## src/rtl/mpu_pkg.sv

```systemverilog
// Shared MPU types. The tile/row typedefs are also used by the outer-product
// accumulator, so a drain engine's tile input wires straight onto reg_c.
//   MpuXlen / MpuVl / MpuMl : default element width, row length, rows per tile
//   row_t                   : one vl-element row
//   tile_t                  : ml rows, row r = tile[r]
//   drain_state_e           : tile readout FSM states
package mpu_pkg;

  localparam int unsigned MpuXlen = 8;
  localparam int unsigned MpuVl   = 4;
  localparam int unsigned MpuMl   = 4;

  typedef logic [MpuVl-1:0][MpuXlen-1:0] row_t;
  typedef row_t [MpuMl-1:0] tile_t;

  typedef enum logic [0:0] {IDLE, DRAIN} drain_state_e;

endpackage

```

## src/rtl/opacc_drain.sv

```systemverilog
// Tile readout engine for the outer-product accumulator.
// On start, snapshots the ml x vl tile and streams it out one row per
// valid/ready handshake, highest row index first, so that feeding the stream
// back into the accumulator's row-serial C load restores the tile.
// Ports:
//   clk, reset_n         : clock, asynchronous active-low reset
//   start, abort         : request a drain / cancel a drain in progress
//   tile_i               : accumulator tile (sampled only when a start is accepted)
//   busy                 : drain in progress
//   row_valid, row_ready : output row handshake
//   row_data, row_idx    : current row and its tile row index
//   row_last             : current row is the final one
//   done                 : one-cycle pulse after the final transfer
module opacc_drain
  import mpu_pkg::*;
#(
  parameter int unsigned XLEN = MpuXlen,
  parameter int unsigned vl   = MpuVl,
  parameter int unsigned ml   = MpuMl
) (
  input  logic                              clk,
  input  logic                              reset_n,
  input  logic                              start,
  input  logic                              abort,
  input  logic [ml-1:0][vl-1:0][XLEN-1:0]   tile_i,
  output logic                              busy,
  output logic                              row_valid,
  input  logic                              row_ready,
  output logic [vl-1:0][XLEN-1:0]           row_data,
  output logic [$clog2(ml)-1:0]             row_idx,
  output logic                              row_last,
  output logic                              done
);

  localparam int unsigned CntW = $clog2(ml);
  localparam logic [CntW-1:0] CntLast = CntW'(ml - 1);

  drain_state_e                    state_q;
  logic [CntW-1:0]                 cnt_q;
  logic [ml-1:0][vl-1:0][XLEN-1:0] snap_q;
  logic                            done_q;

  logic                            in_drain;
  logic [CntW-1:0]                 cur_idx;

  // Outputs are decoded from registered state only; in IDLE they are forced
  // to zero so they match the reset values regardless of counter/snapshot.
  always_comb begin
    in_drain  = (state_q == DRAIN);
    cur_idx   = CntLast - cnt_q;
    busy      = in_drain;
    row_valid = in_drain;
    row_idx   = in_drain ? cur_idx : '0;
    row_data  = in_drain ? snap_q[cur_idx] : '0;
    row_last  = in_drain && (cnt_q == CntLast);
    done      = done_q;
  end

  always_ff @(posedge clk or negedge reset_n) begin
    if (!reset_n) begin
      state_q <= IDLE;
      cnt_q   <= '0;
      snap_q  <= '0;
      done_q  <= 1'b0;
    end else begin
      done_q <= 1'b0;
      unique case (state_q)
        IDLE: begin
          // abort in IDLE suppresses a simultaneous start
          if (start && !abort) begin
            snap_q  <= tile_i;
            cnt_q   <= '0;
            state_q <= DRAIN;
          end
        end
        DRAIN: begin
          // abort wins over a simultaneous final transfer: no done pulse
          if (abort) begin
            state_q <= IDLE;
          end else if (row_ready) begin
            if (cnt_q == CntLast) begin
              state_q <= IDLE;
              done_q  <= 1'b1;
            end else begin
              cnt_q <= cnt_q + CntW'(1);
            end
          end
        end
        default: state_q <= IDLE;
      endcase
    end
  end

endmodule

```

## config.mk

```make
export PLATFORM = sky130hd
export DESIGN_NAME = opacc_drain
export DESIGN_NICKNAME = d
export VERILOG_FILES = /design/src/rtl/mpu_pkg.sv /design/src/rtl/opacc_drain.sv
export SDC_FILE = /design/constraint.sdc
export NUM_CORES = 1
export LEC_CHECK = 0
export CORE_AREA = 3 3 146 148
export DETAILED_ROUTE_END_ITERATION = 6
export DIE_AREA = 0 0 149 151
export GPL_ROUTABILITY_DRIVEN = 0
export HOLD_SLACK_MARGIN = 0.08
export PLACE_DENSITY_LB_ADDON = 0.15
export SLEW_MARGIN = 20
export SYNTH_ARGS = -nofsm -noshare
export SYNTH_HDL_FRONTEND = slang
export SYNTH_SLANG_ARGS = --single-unit
```

## constraint.sdc

```tcl
create_clock -name clk -period 4.3 [get_ports clk]
set_clock_uncertainty 0.2 [all_clocks]
set_input_delay 0.86 -clock clk [delete_from_list [all_inputs] [get_ports clk]]
set_output_delay 0.86 -clock clk [all_outputs]
set_load 0.1 [all_outputs]
```

Word level (Yosys, flattened, before mapping)

Index checks and enable logic that the tools add are counted.

Flip-flop bits (word level): 132
Bits of input ports: 133
Output and inout port bits: 38
Word-level logic and storage cells: 51

Add/subtract/negate cells: 2
Order comparisons: 1
Equal/unequal tests: 5
Multiplexer cells: 18
Bitwise operators: 1
Reduce and logical (&&, ||, !) cells: 5

Operators by type and width:

| cell                                                                         | number |
|---|---|
| 32-bit binary-select mux with 2-bit select                                   | 1 |
| 32-bit two-way mux                                                           | 2 |
| 2-bit two-way mux                                                            | 5 |
| 1-bit two-way mux                                                            | 8 |
| 2-bit != test, second input constant                                         | 4 |
| 2-bit case mux with 2 select lines                                           | 1 |
| 4-bit AND reduction                                                          | 1 |
| 2-bit by 3-bit less-than comparator with 1-bit output, second input constant | 1 |
| 2-bit by 1-bit adder with 2-bit output, second input constant                | 1 |
| 2-bit == test, second input constant                                         | 1 |
| 1-bit logical AND                                                            | 2 |
| 1-bit case mux with 2 select lines                                           | 1 |
| 2-bit AND reduction                                                          | 1 |
| 2-bit subtractor, first input constant                                       | 1 |
| 1-bit zero test                                                              | 1 |
| 1-bit NOT                                                                    | 1 |

Logic depth before layout (Yosys ltp)

Gate-level depths: netlist of run 1.

Word-level depth: 5
Mapped depth: 4
Gate-level depth less buffers: 4

Worst setup path after synthesis of run 1

Ideal clock, no wire load.

Kind: register to output
From: register state_q, in the netlist busy
To: output port row_idx[0]
Data arrival time: 2.638 ns
Data required time: 3.240 ns
Setup slack: 0.602 ns
Cell stages (with the launch flop): 3
Path buffers: 1
Path through: dfrtp_1 -> clkbuf_1 -> nor2b_1

Longest elaborated chain between the ends: 1

RTL lines:

| what                   | RTL line          | text |
|---|---|---|
| start, declared        | opacc_drain.sv:38 | `drain_state_e state_q;` |
| start signal, assigned | opacc_drain.sv:61 | `state_q <= IDLE;` |
| start signal, assigned | opacc_drain.sv:73 | `state_q <= DRAIN;` |
| start signal, assigned | opacc_drain.sv:79 | `state_q <= IDLE;` |
| 2-bit two-way mux      | opacc_drain.sv:53 | `row_idx = in_drain ? cur_idx : '0;` |
| end, declared          | opacc_drain.sv:30 | `output logic [$clog2(ml)-1:0] row_idx,` |

No other way between the ends.

==> results of run 1 <==
logic make-up after synthesis:
kind of cell             count (synthesis)  synth area share
buffers and inverters                   27           0.04190
AO/OA/AOI/OAI                            2          0.002904
AND/OR/NAND/NOR                         40           0.04273
adder cells (fa/ha/maj)                  1          0.002074
flip-flops                             132            0.5476
multiplexers                           161            0.3628
power by group through the flow:
stage	registers [uW]	clock network [uW]	logic, uW
final	1640	1440	1090
after global routing	1670	1540	1160
after CTS	1640	1490	1110
after detailed placement	1660	0	1100
after global placement	1650	0	1090
after floorplan	1580	0	867
how the worst max path moves through the flow:
stage	startpoint	to	slack (ns)	cells after the start
finish	cnt_q[0]$_DFFE_PN0P_	row_data[5]	0.75	4
global route	cnt_q[0]$_DFFE_PN0P_	row_data[22]	0.56	4
CTS	cnt_q[0]$_DFFE_PN0P_	row_data[5]	0.66	4
detailed placement	cnt_q[0]$_DFFE_PN0P_	row_data[29]	1.11	4
global placement	cnt_q[0]$_DFFE_PN0P_	row_data[29]	1.09	4
floorplan	busy$_DFF_PN0_	row_idx[0]	0.60	2
registers in the layout (all words and copies together), names as in the netlist:
name	count
snap_q	128
cnt_q	2
busy	1
done	1
metrics by stage:
step                        util  hold WS [ns]
after detailed placement  0.3873        0.2880
after global placement    0.3873        0.2847
after CTS                 0.4161        0.2602
after floorplan                -        0.2718
final                     0.4161        0.2247
after global routing      0.4161        0.2668
layer usage:
layer / vias up / wire length (um) / global-route usage
met5: - / 41 / 0
met4: 6 / 161 / 0.03844
met3: 19 / 1181 / 0.05177
met2: 107 / 7307 / 0.2281
met1: 1903 / 5781 / 0.1538
li1: 1672 / - / -
cell usage in the layout (no fill, tap or decap), types with 2 or more instances in the layout:
cell type | netlist | routed
bufinv_16 | 0 | 2
clkdlybuf4s50_1 | 0 | 132
nor2b_1 | 2 | 2
dfrtp_2 | 0 | 2
inv_6 | 0 | 4
buf_12 | 3 | 3
and2_1 | 33 | 33
mux4_2 | 28 | 28
clkinvlp_4 | 0 | 4
mux2_2 | 129 | 129
clkinv_4 | 0 | 2
clkinv_2 | 0 | 2
nor2_1 | 2 | 2
mux4_1 | 4 | 4
clkbuf_16 | 0 | 17
dfrtp_1 | 132 | 130
buf_4 | 4 | 39
cell type report:
| class | instances | share of cell area |
|---|---|---|
| tap | 270 | 0.04025 |
| timing repair buffer | 175 | 0.2008 |
| sequential | 132 | 0.3939 |
| clock inverter | 14 | 0.01819 |
| clock buffer | 18 | 0.05113 |
| multi-input combinational | 204 | 0.2958 |
critical path: stages (launching register included):
cell and delay (ns):
dfrtp_2 0.89, buf_12 0.27, mux4_2 0.52, and2_1 0.17, buf_4 0.23
==> results by group, run 1 <==
Run status
  – Outcome: completed

Clocking
  – TritonCTS clock tree: done
  – Hold-fix buffers, CTS: 0
  – Resized Gates After CTS: 0
  – Root Buffer: clkbuf_16
  – H-Tree Depth: 4
  – Skew-Pair Late Insertion Delay: between 0.4 and 0.5 ns
  – Clock Pin Slew Worst Setup and Hold Paths: approximately 0.06 ns
  – Total CTS buffers: 17
  – # clock sinks: around 130
  – Post-CTS setup buffers: 0
  – CTS max path bufs: 2

Synth
  – Most common library cells after synthesis: dfrtp_1, mux2_2, and2_1
  – EDFF count, synth: 0
  – Synth cell types: 18
  – Top-count cell post-synth: dfrtp_1
  – Netlist Area Pre-Place: between 6000 and 7000 sq um
  – Primary FF master, synth: dfrtp_1
  – Yosys top cell area share: 0.5476
  – Syn Nets: 497
  – Synth Register Bits: ~130
  – Sequential fraction of the synthesis area: 0.5476
  – Cell taking the most area after synthesis: dfrtp_1
  – Synth warn: 0
  – Post-Syn Instances: roughly 360
  – Area contributors post-synth: dfrtp_1, mux2_2, mux4_2
  – Syn Area/Cell: between 15 and 20 sq um
  – Ys async rst share: 1.000

Global routing
  – First-pass GRT wire length: 22,850 um
  – Initial antenna violation count: 3
  – Global route overflow: 0
  – Largest net degree at the start of global routing: between 70 and 80
  – GRT Util Overall: 0.1325
  – Vias in the first global route: about 4,200

Worst setup path
  – RR Endpoint: cnt_q[0]$_DFFE_PN0P_
  – CP Class: register to output pin
  – Crit path DAT: between 2 and 2.5 ns
  – Req. time, crit path: 3.24 ns
  – Crit-path max FO: 21
  – CP Capture Type: output pin
  – R2R depth: 5
  – Reg-to-reg critical path startpoint: cnt_q[0]$_DFFE_PN0P_
  – R2R Setup Slk: approximately 1.8 ns
  – Startpoint Class: register

Timing
  – Min Tclk post-route: 3.554 ns
  – Post-route setup TNS: 0 ns
  – Period utilization: 0.8265
  – Fin. max-slew vios: 0
  – FMAX: between 0.2 and 0.3 GHz
  – Worst-Margin Slew: 0.9758 ns
  – Final Hold Viols: 0
  – Fin worst setup slack: roughly 0.75 ns
  – Slew headroom: 0.3495
  – RSZ-0062 raised after global routing: false
  – Setup Viol. Count Final: 0

Pwr
  – Cell Int Power: 2874 uW
  – Overall Power: 4161 uW
  – Clock share of power: 0.345
  – Switching share of power: 0.3094
  – Sequential fraction of design power: 0.393
  – Switching pwr: 1288 uW
  – Leakage: ~0.0034 uW
  – Max VDD drop: 0.2165 mV
  – Logic pwr share: 0.262
  – P per Cell Area: roughly 500 nW/um^2

Final layout
  – Nets: roughly 660
  – Finished Layout Cells: slightly above 800
  – Post-route cell area: approximately 8400 sq um
  – Fraction of final layout cells sized beyond drive strength 1: 0.4309
  – Sequential cell area: around 3300 sq um
  – Synth-to-layout area growth: 39.14%
  – Diodes inserted: 0
  – Fillers: 1,900
  – Footprint of the multi-input gates: 2482 sq um

Route
  – DR vias: around 3,700
  – Iter 0 DRT Violations: around 120
  – Final wirelength: 14,470 um
  – Vias per cell: around 4.6
  – DR WL/cell: about 18 um
  – Antenna-violating nets left: 0
  – 1st-pass router iterations: 4
  – Residual DRC count: 0

Min path
  – Worst hold path type: input pin to async pin

Floorplanning
  – Row cnt: 52
  – Core area: around 20,000 sq um
  – Initial Util: 0.2991
  – Ports: 171
  – Die W: roughly 150 um
  – Die footprint: approximately 22,000 sq um
  – Die Y: between 150 and 200 um

Run
  – Max_cap viols: 0

Placement
  – Placed Instance Area: 7811 sq um
  – DPL Wire Length: around 9700 um
  – PortBufs: 170
  – Placed Instances: approximately 780
  – Pre-CTS setup slack: around 1.1 ns
(Power assumes the default switching activity.)
==> run 2, diff against run 1 <==
==> constraint.sdc (replaced) <==
create_clock -name clk -period 3.2 [get_ports clk]
set_clock_uncertainty 0.2 [all_clocks]
set_input_delay 0.64 -clock clk [delete_from_list [all_inputs] [get_ports clk]]
set_output_delay 0.64 -clock clk [all_outputs]
set_load 0.1 [all_outputs]
==> results by group, run 2 (same netlist as run 1, synthesis figures left out) <==
Final layout
  – Sequential cell area: roughly 3300 sq um
  – Footprint of the multi-input gates: 2487 sq um
  – Synth-to-layout area growth: 48.68%
  – Register with the most flip-flops: snap_q
  – Max reg flops: approximately 130
  – Diodes inserted: 0
  – Nets: between 600 and 700
  – Post-route cell area: roughly 9000 sq um
  – Commonest non-fill, non-tap cell in the layout: clkdlybuf4s50_1
  – Largest regs: snap_q x128, cnt_q x2
  – Most frequent cells in the layout: clkdlybuf4s50_1, dfrtp_1, mux2_2
  – Fraction of final layout cells sized beyond drive strength 1: 0.4377
  – Fillers: about 1,800

Global routing
  – Largest net degree at the start of global routing: between 70 and 80
  – Vias in the first global route: between 4,000 and 5,000
  – GRT Util Overall: 0.1334
  – First-pass GRT wire length: between 20,000 and 25,000 um
  – Initial antenna violation count: 1
  – Global route overflow: 0

Worst setup path
  – Slowest Stage Delay on Critical Path: around 0.6 ns
  – Startpoint Class: register
  – CP max stage cell: mux4_1
  – Crit path DAT: 2.06 ns
  – CP Class: register to output pin
  – CP top delay family: multiplexers
  – Req. time, crit path: 2.36 ns
  – CP most frequent cell: buf_12
  – Crit-path max FO: 35
  – WP buf/inv: 2
  – R2R Setup Slk: 0.73 ns
  – Reg-to-reg critical path startpoint: busy$_DFF_PN0_
  – CP Capture Type: output pin
  – Crit-path cells: buf_12 > mux4_1 > and2_1 > buf_12
  – RR Endpoint: snap_q[127]$_DFFE_PN0P_
  – R2R depth: 4

Floorplanning
  – Initial Util: 0.2991
  – Die W: ~150 um
  – Core area: just over 20,000 sq um
  – Row cnt: 52
  – Die footprint: 22,500 sq um
  – Die Y: roughly 150 um
  – Ports: 171

Timing
  – Fin. max-slew vios: 0
  – Period utilization: 0.9064
  – Post-route setup TNS: 0 ns
  – Fin worst setup slack: between 0.2 and 0.3 ns
  – Setup Viol. Count Final: 0
  – FMAX: approximately 0.34 GHz
  – Worst hold slack: between 0.3 and 0.4 ns
  – Worst-Margin Slew: 0.7150 ns
  – RSZ-0062 raised after global routing: false
  – Min Tclk post-route: approximately 2.9 ns
  – Final Hold Viols: 0
  – Slew headroom: 0.5233

Clocking
  – Clock Pin Slew Worst Setup and Hold Paths: roughly 0.060 ns
  – TritonCTS clock tree: done
  – Skew-Pair Late Insertion Delay: between 0.4 and 0.5 ns
  – Post-CTS setup buffers: 0
  – Root Buffer: clkbuf_16
  – H-Tree Depth: 4
  – CTS max path bufs: 2
  – # clock sinks: about 130
  – Total CTS buffers: 17
  – Hold-fix buffers, CTS: 1
  – Resized Gates After CTS: 0

Route
  – Vias per cell: 4.518
  – DR WL/cell: about 18 um
  – Final wirelength: ~14,000 um
  – Iter 0 DRT Violations: 106
  – 1st-pass router iterations: 4
  – Residual DRC count: 0
  – Antenna-violating nets left: 0
  – DR vias: 3,687

Pwr
  – P per Cell Area: roughly 660 nW/um^2
  – Max VDD drop: 0.3421 mV
  – Leakage: ~0.0036 uW

Min path
  – Hold path start: snap_q[84]$_DFFE_PN0P_
  – Hold path depth: 1
  – Worst hold path type: register to register
  – Min-Delay Endpoint: snap_q[84]$_DFFE_PN0P_

Run
  – Max_cap viols: 0

Placement
  – Pre-CTS setup slack: between 0.5 and 0.6 ns
  – DPL Wire Length: 9765 um
  – PortBufs: 170
  – Placed Instance Area: about 8300 sq um

Run status
  – Outcome: completed
run 2: changes by cell type in the layout (fill, tap and decap cells not counted), sizes merged:
cell           delta
clkinvlp          -1
clkdlybuf4s50     -1
inv               -1
bufinv            +2
buf               +3
dlygate4sd3       +1
run 2: layer usage:
layer | up-vias | global-route usage | routed length (um)
met5 | - | 0 | 9
met4 | 2 | 0.03341 | 115
met3 | 13 | 0.06553 | 1284
met2 | 115 | 0.2107 | 6795
met1 | 1880 | 0.1646 | 6122
li1 | 1677 | - | -
run 2: through the flow:
stage / utilization / power, uW / cells
6_report: 0.4447 / 5946 / 816
5_1_grt: 0.4447 / 6222 / 816
4_1_cts: 0.4447 / 6047 / 816
3_5_place_dp: 0.4130 / 3929 / 783
3_3_place_gp: 0.4130 / 3881 / 783
2_1_floorplan: - / 3283 / 363
run 2: how the worst max path moves through the flow:
stage	endpoint	cells after the start	slack (ns)	from
floorplan	row_data[0]	3	0.12	busy$_DFF_PN0_
global placement	snap_q[92]$_DFFE_PN0P_	4	0.61	abort
detailed placement	snap_q[69]$_DFFE_PN0P_	4	0.57	abort
CTS	row_data[18]	4	0.22	cnt_q[0]$_DFFE_PN0P_
global route	row_data[21]	4	0.18	cnt_q[0]$_DFFE_PN0P_
finish	row_data[18]	4	0.30	cnt_q[0]$_DFFE_PN0P_
run 2: cell type report:
type | count | share of cell area
Sequential cell | 132 | 0.3686
Timing Repair Buffer | 178 | 0.2462
Multi-Input combinational cell | 204 | 0.2773
Tap cell | 270 | 0.03767
Clock buffer | 18 | 0.04785
Clock inverter | 14 | 0.02232
run 2: report_power, final:
group,switching [uW],total (uW),internal [uW],leakage (uW)
sequential,167,2150,1990,0.00156
combinational,825,1720,893,0.00171
clock,763,2080,1310,0.000298
==> run 3, diff against run 2 <==
--- a/config.mk
+++ b/config.mk
@@ -9,9 +9,9 @@
 export DETAILED_ROUTE_END_ITERATION = 6
 export DIE_AREA = 0 0 149 151
 export GPL_ROUTABILITY_DRIVEN = 0
+export GPL_TIMING_DRIVEN = 0
 export HOLD_SLACK_MARGIN = 0.08
 export PLACE_DENSITY_LB_ADDON = 0.15
-export SLEW_MARGIN = 20
 export SYNTH_ARGS = -nofsm -noshare
 export SYNTH_HDL_FRONTEND = slang
 export SYNTH_SLANG_ARGS = --single-unit
==> results by group, run 3 (same netlist as run 1, synthesis figures left out) <==
Final layout
  – Max reg flops: around 130
  – Nets: between 600 and 700
  – Most frequent cells in the layout: clkdlybuf4s50_1, dfrtp_1, mux2_2
  – Register with the most flip-flops: snap_q
  – Synth-to-layout area growth: 43.17%
  – Diodes inserted: 0
  – Footprint of the multi-input gates: 2481 sq um
  – Sequential cell area: between 3000 and 4000 sq um
  – Fillers: 1,885
  – Fraction of final layout cells sized beyond drive strength 1: 0.4417
  – Commonest non-fill, non-tap cell in the layout: clkdlybuf4s50_1
  – Post-route cell area: roughly 8600 sq um
  – Largest regs: snap_q x128, cnt_q x2

Worst setup path
  – WP buf/inv: 2
  – Startpoint Class: register
  – CP Class: register to output pin
  – CP max stage cell: dlygate4sd2_1
  – CP Capture Type: output pin
  – Req. time, crit path: ~2.4 ns
  – Slowest Stage Delay on Critical Path: around 0.58 ns
  – Crit path DAT: around 2.3 ns
  – CP top delay family: buffers and inverters
  – Crit-path cells: buf_6 > mux4_1 > and2_1 > dlygate4sd2_1
  – Crit-path max FO: 7

Pwr
  – Sequential fraction of design power: 0.366
  – Leakage: roughly 0.0036 uW
  – Clock share of power: 0.367
  – Logic pwr share: 0.267
  – Overall Power: 5840 uW
  – Switching share of power: 0.2954
  – Switching pwr: roughly 1700 uW
  – Max VDD drop: approximately 0.33 mV
  – P per Cell Area: around 680 nW/um^2
  – Cell Int Power: roughly 4100 uW

Route
  – Final wirelength: ~16,000 um
  – DR WL/cell: approximately 20 um
  – Antenna-violating nets left: 0
  – Vias per cell: 4.622
  – 1st-pass router iterations: 4
  – DR vias: 3,864
  – Residual DRC count: 0
  – Iter 0 DRT Violations: 110

Floorplanning
  – Core area: just over 20,000 sq um
  – Row cnt: 52
  – Die Y: 151 um
  – Ports: roughly 170
  – Die footprint: ~22,000 sq um
  – Initial Util: 0.2991
  – Die W: approximately 150 um

Min path
  – Worst hold path type: register to register

Global routing
  – Initial antenna violation count: 0
  – GRT Util Overall: 0.1518
  – Largest net degree at the start of global routing: 74
  – Vias in the first global route: 4,338
  – Global route overflow: 0
  – First-pass GRT wire length: 25,210 um

Timing
  – Min Tclk post-route: ~3.1 ns
  – FMAX: 0.3202 GHz
  – Setup Viol. Count Final: 0
  – Period utilization: 0.9758
  – Worst-Margin Slew: between 0.9 and 1 ns
  – RSZ-0062 raised after global routing: false
  – Slew headroom: 0.3520
  – Fin. max-slew vios: 0
  – Final Hold Viols: 0

Clocking
  – TritonCTS clock tree: done
  – # clock sinks: approximately 130
  – H-Tree Depth: 4
  – CTS max path bufs: 2
  – Root Buffer: clkbuf_16
  – Skew-Pair Late Insertion Delay: approximately 0.41 ns
  – Total CTS buffers: 17
  – Post-CTS setup buffers: 0
  – Clock Pin Slew Worst Setup and Hold Paths: approximately 0.060 ns

Placement
  – DPL Wire Length: between 10,000 and 15,000 um
  – Placed Instance Area: about 8000 sq um
  – PortBufs: 170

Run
  – Max_cap viols: 0

Run status
  – Outcome: completed
==> run 3: changes by cell type in the layout (fill, tap and decap cells not counted), moves of 4 or more <==
cell / previous run / this run
buf_12: 43 / 3
clkbuf_2: 0 / 5
dlygate4sd2_1: 0 / 5
buf_2: 0 / 28
buf_4: 2 / 6
buf_6: 1 / 12
==> run 3: worst paths after layout <==
| path | end | slack [ns] | cells past startpoint | start |
|---|---|---|---|---|
| min in group asynchronous | snap_q[4]$_DFFE_PN0P_ | 0.57 | 2 | reset_n |
| setup / recovery | row_data[18] | 0.08 | 4 | cnt_q[0]$_DFFE_PN0P_ |
| max in group asynchronous | snap_q[18]$_DFFE_PN0P_ | 1.45 | 3 | reset_n |
| hold / removal | snap_q[84]$_DFFE_PN0P_ | 0.30 | 1 | snap_q[84]$_DFFE_PN0P_ |
| hold reg to reg | snap_q[84]$_DFFE_PN0P_ | 0.30 | 1 | snap_q[84]$_DFFE_PN0P_ |
| setup reg to reg | snap_q[42]$_DFFE_PN0P_ | 1.23 | 4 | busy$_DFF_PN0_ |
==> run 3: power groups by stage <==
stage               Sequential, uW  Clock (uW)  Combinational (uW)
global placement              2150           0                1610
global route                  2180        2270                1650
floorplan                     2120           0                1170
detailed placement            2170           0                1630
CTS                           2140        2200                1600
finish                        2140        2140                1560
==> run 3: through the flow <==
step	hold slack (ns)	setup TNS [ns]	util	worst slack [ns]	instances
2_1_floorplan	0.1444	0	-	0.1233	363
3_3_place_gp	0.2816	-548.37	0.4004	-4.087	803
3_5_place_dp	0.2874	-10.19	0.4019	-0.3944	804
4_1_cts	0.3004	-0.01209	0.4315	-0.01209	836
5_1_grt	0.3177	0	0.4282	0.006587	836
6_report	0.2992	0	0.4282	0.07735	836
==> run 3: cell type report <==
class                           instances  area share
Sequential cell                       132      0.3825
Multi-Input combinational cell        204      0.2873
Timing Repair Buffer                  172      0.1857
Clock buffer                           18     0.05085
Tap cell                              270     0.03912
Buffer                                 27     0.03057
Clock inverter                         13     0.02391
==> run 3: worst register-to-register path, delay by kind of cell (launching register included) <==
kind,cells,cell delay (ns)
flops,1,0.43
buf+inv,2,0.55
simple gates,1,0.30
mux,1,0.36
==> run 3: what timing repair did <==
action / CTS / global route
pin swaps: 0 / 0
hold buffers: 1 / 0
resized for setup: 136 / 23
endpoints found under the hold margin: 59 / 0
setup endpoints to repair: 35 / 25
==> run 3: metal layers <==
metal,global-route usage,part of all wire,vias to the layer above
met2,0.2399,0.48,118
met5,0,0,-
met3,0.06134,0.078,8
met1,0.1959,0.43,2017
li1,-,-,1721
met4,0.03844,0.0080,0
